File: src/rtl/mdu_iter.sv
// Iterative multiply/divide core: shift-add multiply and restoring divide, one bit per cycle.
// Produces the GPR result plus the flag word D = {OV, LT, GT, EQ} for the data-out stage.
module mdu_iter #(
  parameter int unsigned WIDTH     = 32,
  parameter int unsigned CNT_WIDTH = 5
) (
  input  logic             clk,
  input  logic             rst,
  input  logic             start,
  input  logic [2:0]       Op,
  input  logic [0:WIDTH-1] A,
  input  logic [0:WIDTH-1] B,
  input  logic             flush,
  output logic             busy,
  output logic             done,
  output logic [0:WIDTH-1] result,
  output logic [0:3]       D
);

  localparam int unsigned PW = 2 * WIDTH;

  localparam logic [1:0] S_IDLE = 2'd0;
  localparam logic [1:0] S_MUL  = 2'd1;
  localparam logic [1:0] S_DIV  = 2'd2;
  localparam logic [1:0] S_DONE = 2'd3;

  localparam logic [2:0] OP_MULLW  = 3'b000;
  localparam logic [2:0] OP_MULHW  = 3'b001;
  localparam logic [2:0] OP_MULHWU = 3'b010;
  localparam logic [2:0] OP_DIVW   = 3'b100;
  localparam logic [2:0] OP_DIVWU  = 3'b101;

  logic [1:0]           r_state;
  logic [CNT_WIDTH-1:0] r_cnt;
  logic [2:0]           r_op;
  logic                 r_neg;
  logic [WIDTH-1:0]     r_opnd;   // multiplicand or divisor magnitude
  logic [PW-1:0]        r_acc;    // {partial product | multiplier} or {remainder | quotient}
  logic [WIDTH-1:0]     r_result;
  logic [3:0]           r_d;

  logic [WIDTH-1:0] w_a, w_b, w_mag_a, w_mag_b, w_div_sub, w_fin_res;
  logic             w_is_mul, w_is_div, w_signed, w_neg_a, w_neg_b, w_div_special;
  logic             w_accept, w_div_ge, w_fin_ov;
  logic [WIDTH:0]   w_mul_sum, w_div_shift;
  logic [PW-1:0]    w_mul_next, w_div_next, w_iter, w_prod_s;
  logic [WIDTH:0]   w_hi_sign;

  always_comb begin
    w_a           = A;
    w_b           = B;
    w_is_mul      = (Op == OP_MULLW) || (Op == OP_MULHW) || (Op == OP_MULHWU);
    w_is_div      = (Op == OP_DIVW) || (Op == OP_DIVWU);
    w_signed      = (Op == OP_MULLW) || (Op == OP_MULHW) || (Op == OP_DIVW);
    w_neg_a       = w_signed && w_a[WIDTH-1];
    w_neg_b       = w_signed && w_b[WIDTH-1];
    w_mag_a       = w_neg_a ? -w_a : w_a;
    w_mag_b       = w_neg_b ? -w_b : w_b;
    w_div_special = w_is_div && ((w_b == '0) ||
                    ((Op == OP_DIVW) && (w_a == {1'b1, {(WIDTH-1){1'b0}}}) && (w_b == '1)));
    w_accept      = start && ((r_state == S_IDLE) || (r_state == S_DONE));

    w_mul_sum  = {1'b0, r_acc[PW-1:WIDTH]} + {1'b0, r_opnd};
    w_mul_next = r_acc[0] ? {w_mul_sum, r_acc[WIDTH-1:1]} : {1'b0, r_acc[PW-1:1]};

    // Low-bit subtraction suffices: when the divisor fits, the remainder is below 2^WIDTH.
    w_div_shift = {r_acc[PW-1:WIDTH], r_acc[WIDTH-1]};
    w_div_ge    = w_div_shift >= {1'b0, r_opnd};
    w_div_sub   = w_div_shift[WIDTH-1:0] - r_opnd;
    w_div_next  = w_div_ge ? {w_div_sub, r_acc[WIDTH-2:0], 1'b1}
                           : {w_div_shift[WIDTH-1:0], r_acc[WIDTH-2:0], 1'b0};

    w_iter    = (r_state == S_MUL) ? w_mul_next : w_div_next;
    w_prod_s  = r_neg ? -w_iter : w_iter;
    w_hi_sign = w_prod_s[PW-1:WIDTH-1];

    w_fin_res = w_prod_s[WIDTH-1:0];
    w_fin_ov  = 1'b0;
    if (r_op == OP_MULLW) begin
      w_fin_ov = !((&w_hi_sign) || !(|w_hi_sign));
    end else if ((r_op == OP_MULHW) || (r_op == OP_MULHWU)) begin
      w_fin_res = w_prod_s[PW-1:WIDTH];
    end
  end

  always_ff @(posedge clk) begin
    if (rst) begin
      r_state  <= S_IDLE;
      r_cnt    <= '0;
      r_op     <= '0;
      r_neg    <= 1'b0;
      r_opnd   <= '0;
      r_acc    <= '0;
      r_result <= '0;
      r_d      <= '0;
    end else if (flush && (r_state != S_IDLE)) begin
      r_state <= S_IDLE;
    end else if (w_accept) begin
      r_op     <= Op;
      r_neg    <= w_neg_a ^ w_neg_b;
      r_cnt    <= '0;
      r_result <= '0;
      if (w_is_mul) begin
        r_state <= S_MUL;
        r_opnd  <= w_mag_a;
        r_acc   <= {{WIDTH{1'b0}}, w_mag_b};
        r_d     <= 4'b0000;
      end else if (w_div_special) begin
        r_state <= S_DONE;
        r_d     <= 4'b1001;
      end else if (w_is_div) begin
        r_state <= S_DIV;
        r_opnd  <= w_mag_b;
        r_acc   <= {{WIDTH{1'b0}}, w_mag_a};
        r_d     <= 4'b0000;
      end else begin
        r_state <= S_DONE;
        r_d     <= 4'b0001;
      end
    end else if ((r_state == S_MUL) || (r_state == S_DIV)) begin
      r_acc <= w_iter;
      r_cnt <= r_cnt + CNT_WIDTH'(1);
      if (r_cnt == CNT_WIDTH'(WIDTH - 1)) begin
        r_state  <= S_DONE;
        r_result <= w_fin_res;
        r_d      <= {w_fin_ov, w_fin_res[WIDTH-1], !w_fin_res[WIDTH-1] && (w_fin_res != '0),
                     w_fin_res == '0};
      end
    end else if (r_state == S_DONE) begin
      r_state <= S_IDLE;
    end
  end

  assign busy   = (r_state == S_MUL) || (r_state == S_DIV);
  assign done   = (r_state == S_DONE);
  assign result = r_result;
  assign D      = r_d;

endmodule

File: config.mk
export PLATFORM = sky130hd
export DESIGN_NAME = mdu_iter
export DESIGN_NICKNAME = d
export VERILOG_FILES = /design/src/rtl/mdu_iter.sv
export SDC_FILE = /design/constraint.sdc
export NUM_CORES = 1
export LEC_CHECK = 0
export CORE_MARGIN = 2
export CORE_UTILIZATION = 40
export CTS_BUF_LIST = sky130_fd_sc_hd__clkbuf_8
export DETAILED_ROUTE_END_ITERATION = 12
export HOLD_SLACK_MARGIN = 0.02
export MAX_ROUTING_LAYER = met4
export SYNTH_ARGS = -nofsm -noshare
export SYNTH_HDL_FRONTEND = slang
export SYNTH_SLANG_ARGS = --single-unit
File: constraint.sdc
create_clock -name clk -period 8.5 [get_ports clk]
set_clock_uncertainty 0.2 [all_clocks]
set_input_delay 1.275 -clock clk [delete_from_list [all_inputs] [get_ports clk]]
set_output_delay 1.275 -clock clk [all_outputs]
set_load 0.005 [all_outputs]
==> out/metrics.csv <==
stage,metric,value,unit
run_status,outcome,"complete, no violations",
placement,Detail Placement HPWL,56.65,mm
yosys,Syn Nets,2466,
route,"antenna viol nets, final",0,
route,vias,18585,
critical_path,Critical Path Source Type,flop,
sta,TNS Setup,0,ns
die,Initial Utilization,40.75,%
cells_and_area,# diodes,0,
yosys,post-synth top area cell,dfxtp_1,
die,chip height,205.7,um
yosys,top_reg_cell synth,dfxtp_1,
global_route,pin count of the biggest net entering global routing,75,
route,WL final,72.22,mm
route,routed len/inst,25.12,um
global_route,first-pass GRT wire length,108.4,mm
clock_network,CTS tree,yes,
yosys,Post-synth EDFFs,0,
clock_network,clk sink count,142,
clock_network,post_cts resized,0,
critical_path,CP max FO,32,
clock_network,clk slew on worst S/H paths,0.10,ns
yosys,Post-synth ARST share,0,%
sta,fmax,138.5,MHz
route,vias per cell,6.464,
die,# rows,73,
die,Core ar.,39910,um2
clock_network,clock buffer depth,2,
sta,Final period util,84.97,%
sta,final hold vios,0,
yosys,syn_area_per_cell,7.012,um2
die,num ports,109,
cells_and_area,P&R area growth vs syn,11.24,%
critical_path,kind of critical path,reg2reg,
clock_network,hold_buf cts,0,
placement,GP Congestion,1.003,
yosys,Yosys Warn Count,0,
cells_and_area,fillers,4161,
yosys,Seq cells post-synth,142,
global_route,overflow left after global routing,0,
clock_network,clk root buf,clkbuf_8,
cells_and_area,final core utilization,45.33,%
clock_network,htree depth,4,
worst_hold_path,worst min path class,reg2reg,
clock_network,Worst-Skew Late Latency,0.55,ns
global_route,number of global-route vias before repair,17240,
critical_path,CP Capture Type,flop,
critical_path,Worst EP arrival,7.44,ns
route,initial DRC count,2002,
global_route,GRT Resource Usage Total,35.05,%
yosys,sequential-to-total area share from yosys stat,17.48,%
critical_path,Worst Path Required,8.71,ns
yosys,mapped cell area,16270,um2
yosys,Syn Inst Count,2320,
die,chip width,205.7,um
sta,Worst Max-Slew Pin Slew,1.315,ns
sta,Period minus WS final,7.223,ns
cells_and_area,Final nets,2483,
clock_network,total CTS buffers,17,
cells_and_area,share of layout cells above drive strength 1,6.809,%
die,die footprint,42300,um2
sta,"Slew Viols, Final",0,
global_route,initial antenna violation count,1,
sta,endpoints failing setup,0,
route,drt drc,0,
route,1st-pass router iterations,6,
run,max cap viols,0,
yosys,synth top area cells,"dfxtp_1 17%, nor2_1 6.6%, a21oi_1 6.3%, nand2_1 5.7%, ha_1 5.6%",
sta,unrepaired setup endpoints after global routing,no,
cells_and_area,register area,2845,um2
yosys,top cell type's share of synthesized area,17.48,%
placement,I/O Buffers,108,
cells_and_area,area of the multi-input gates,12600,um2
critical_path,FF-to-FF path depth,24,
clock_network,Post-CTS Setup Inserts,0,
worst_hold_path,Hold Crit Depth,2,
yosys,Yosys cell types,113,
sta,Worst slew margin,10.09,%
flip-flops by register name, indices dropped and copies added (netlist names):
register	count
r_cnt	5
result	31
D	4
r_opnd	32
r_acc	64
r_state	2
r_op	3
r_neg	1
stage by stage:
step / cells / hold WS [ns] / cell area, um2 / setup slack [ns]
floorplan: 2320 / 0.2482 / 16270 / 2.459
global placement: 2843 / 0.2418 / 17700 / 1.718
detailed placement: 2843 / 0.2485 / 17700 / 1.445
CTS: 2875 / 0.2625 / 18090 / 1.403
global route: 2875 / 0.2862 / 18090 / 0.8082
finish: 2875 / 0.2591 / 18090 / 1.277
per-layer routing:
| layer | vias to the layer above | global-route usage [%] | share of wire (%) |
|---|---|---|---|
| met2 | 889 | 52.73 | 44 |
| met1 | 8889 | 45.97 | 44 |
| met4 | 0 | 16.06 | 4.5 |
| met3 | 131 | 5.559 | 7.8 |
| li1 | 8676 | - | - |
| met5 | - | - | 0 |
final cells by class:
type	instances	share of cell area [%]
multi-input combinational	1967	69.62
sequential	142	15.72
timing repair buffer	143	7.482
tap	525	3.630
clock buffer	18	1.369
inverter	66	1.369
clock inverter	14	0.8090
final timing paths:
path / start / endpoint / slack (ns)
worst max-delay path: r_opnd[12]$_SDFFE_PP0P_ / D[2]$_SDFFE_PP0P_ / 1.28
worst min-delay path: result[27]$_SDFFE_PP0P_ / result[27]$_SDFFE_PP0P_ / 0.26
worst max register to register: r_opnd[12]$_SDFFE_PP0P_ / D[2]$_SDFFE_PP0P_ / 1.28
worst min register to register: result[27]$_SDFFE_PP0P_ / result[27]$_SDFFE_PP0P_ / 0.26
critical path: stages, from the launching register on:
cell and delay, ns:
dfxtp_1 0.37, inv_1 0.05, ha_1 0.42, a21oi_1 0.26
o21ai_0 0.14, a21o_2 0.26, o21ai_2 0.23, a211o_4 0.45
nand2_1 0.13, o21ai_0 0.26, ha_1 0.27, o2111a_1 0.25
and4_1 0.25, o211ai_2 0.12, nor4_2 0.50, nand2_1 0.13
a311oi_2 0.41, nand2_1 0.16, a2111oi_2 0.40, a211oi_1 0.09
a211o_1 0.28, or4_1 0.42, or4b_1 0.53, nor4b_2 0.36
o41ai_1 0.11
Yosys cell counts (all sizes together), types with 16 or more instances:
master and count:
ha 73, nor2 289, mux2 19, inv 65
nor3 76, o21ai 157, a211oi 44, xor2 68
nor2b 16, a21oi 209, buf 42, o211ai 43
nand2 247, clkbuf 103, nand2b 24, mux2i 39
or3 19, and3 26, a221oi 18, a21o 25
nand3 52, and2 21, xnor2 82, nand4 52
nor4 27, dfxtp 142, a31oi 40, o31ai 26
a22oi 48
cells by family (layout without fill, tap and decap cells):
logic type                 count (synthesis)  count (layout)  share of synthesized area, %
AOI/OAI and AO/OA                        769             769                         32.04
xor gates and xnor gates                 150             150                         8.076
adders and majority gates                 75              75                         5.861
buffers and inverters                    211             241                         5.484
DFF                                      142             142                         17.48
muxes                                     58              58                         3.715
and+or+nand+nor                          915             915                         27.35
layout by cell type, fill, tap and decap left out, types with 9 or more instances in the layout:
master,Yosys,routed
a211oi_1,41,39
nand2_1,245,244
nor3_1,75,75
ha_1,73,72
xor2_1,68,68
nor4_1,24,24
xnor2_1,82,82
or3_1,17,17
o21a_1,13,13
nor2_1,286,284
or2_2,9,9
o31ai_1,26,26
mux2i_1,39,39
a21o_1,24,24
mux2_2,19,19
dfxtp_1,142,140
a211o_1,12,12
nand4_1,51,51
clkbuf_8,0,18
and2_1,19,19
o41ai_1,12,12
a22oi_1,48,48
nand2b_1,24,23
inv_1,65,65
o21ai_0,146,146
nor2b_1,16,15
buf_4,9,35
o21ai_1,10,9
a21oi_1,205,204
or4_1,10,10
and3_1,25,25
a222oi_1,11,11
a221oi_1,17,17
a31oi_1,40,40
a2111oi_0,9,9
nand3_1,49,49
nor3b_1,9,9
clkdlybuf4s50_1,0,107
o211ai_1,41,41
Power is not shown: default switching activity piles up to over one toggle a cycle in this logic, so the estimate is an artifact.
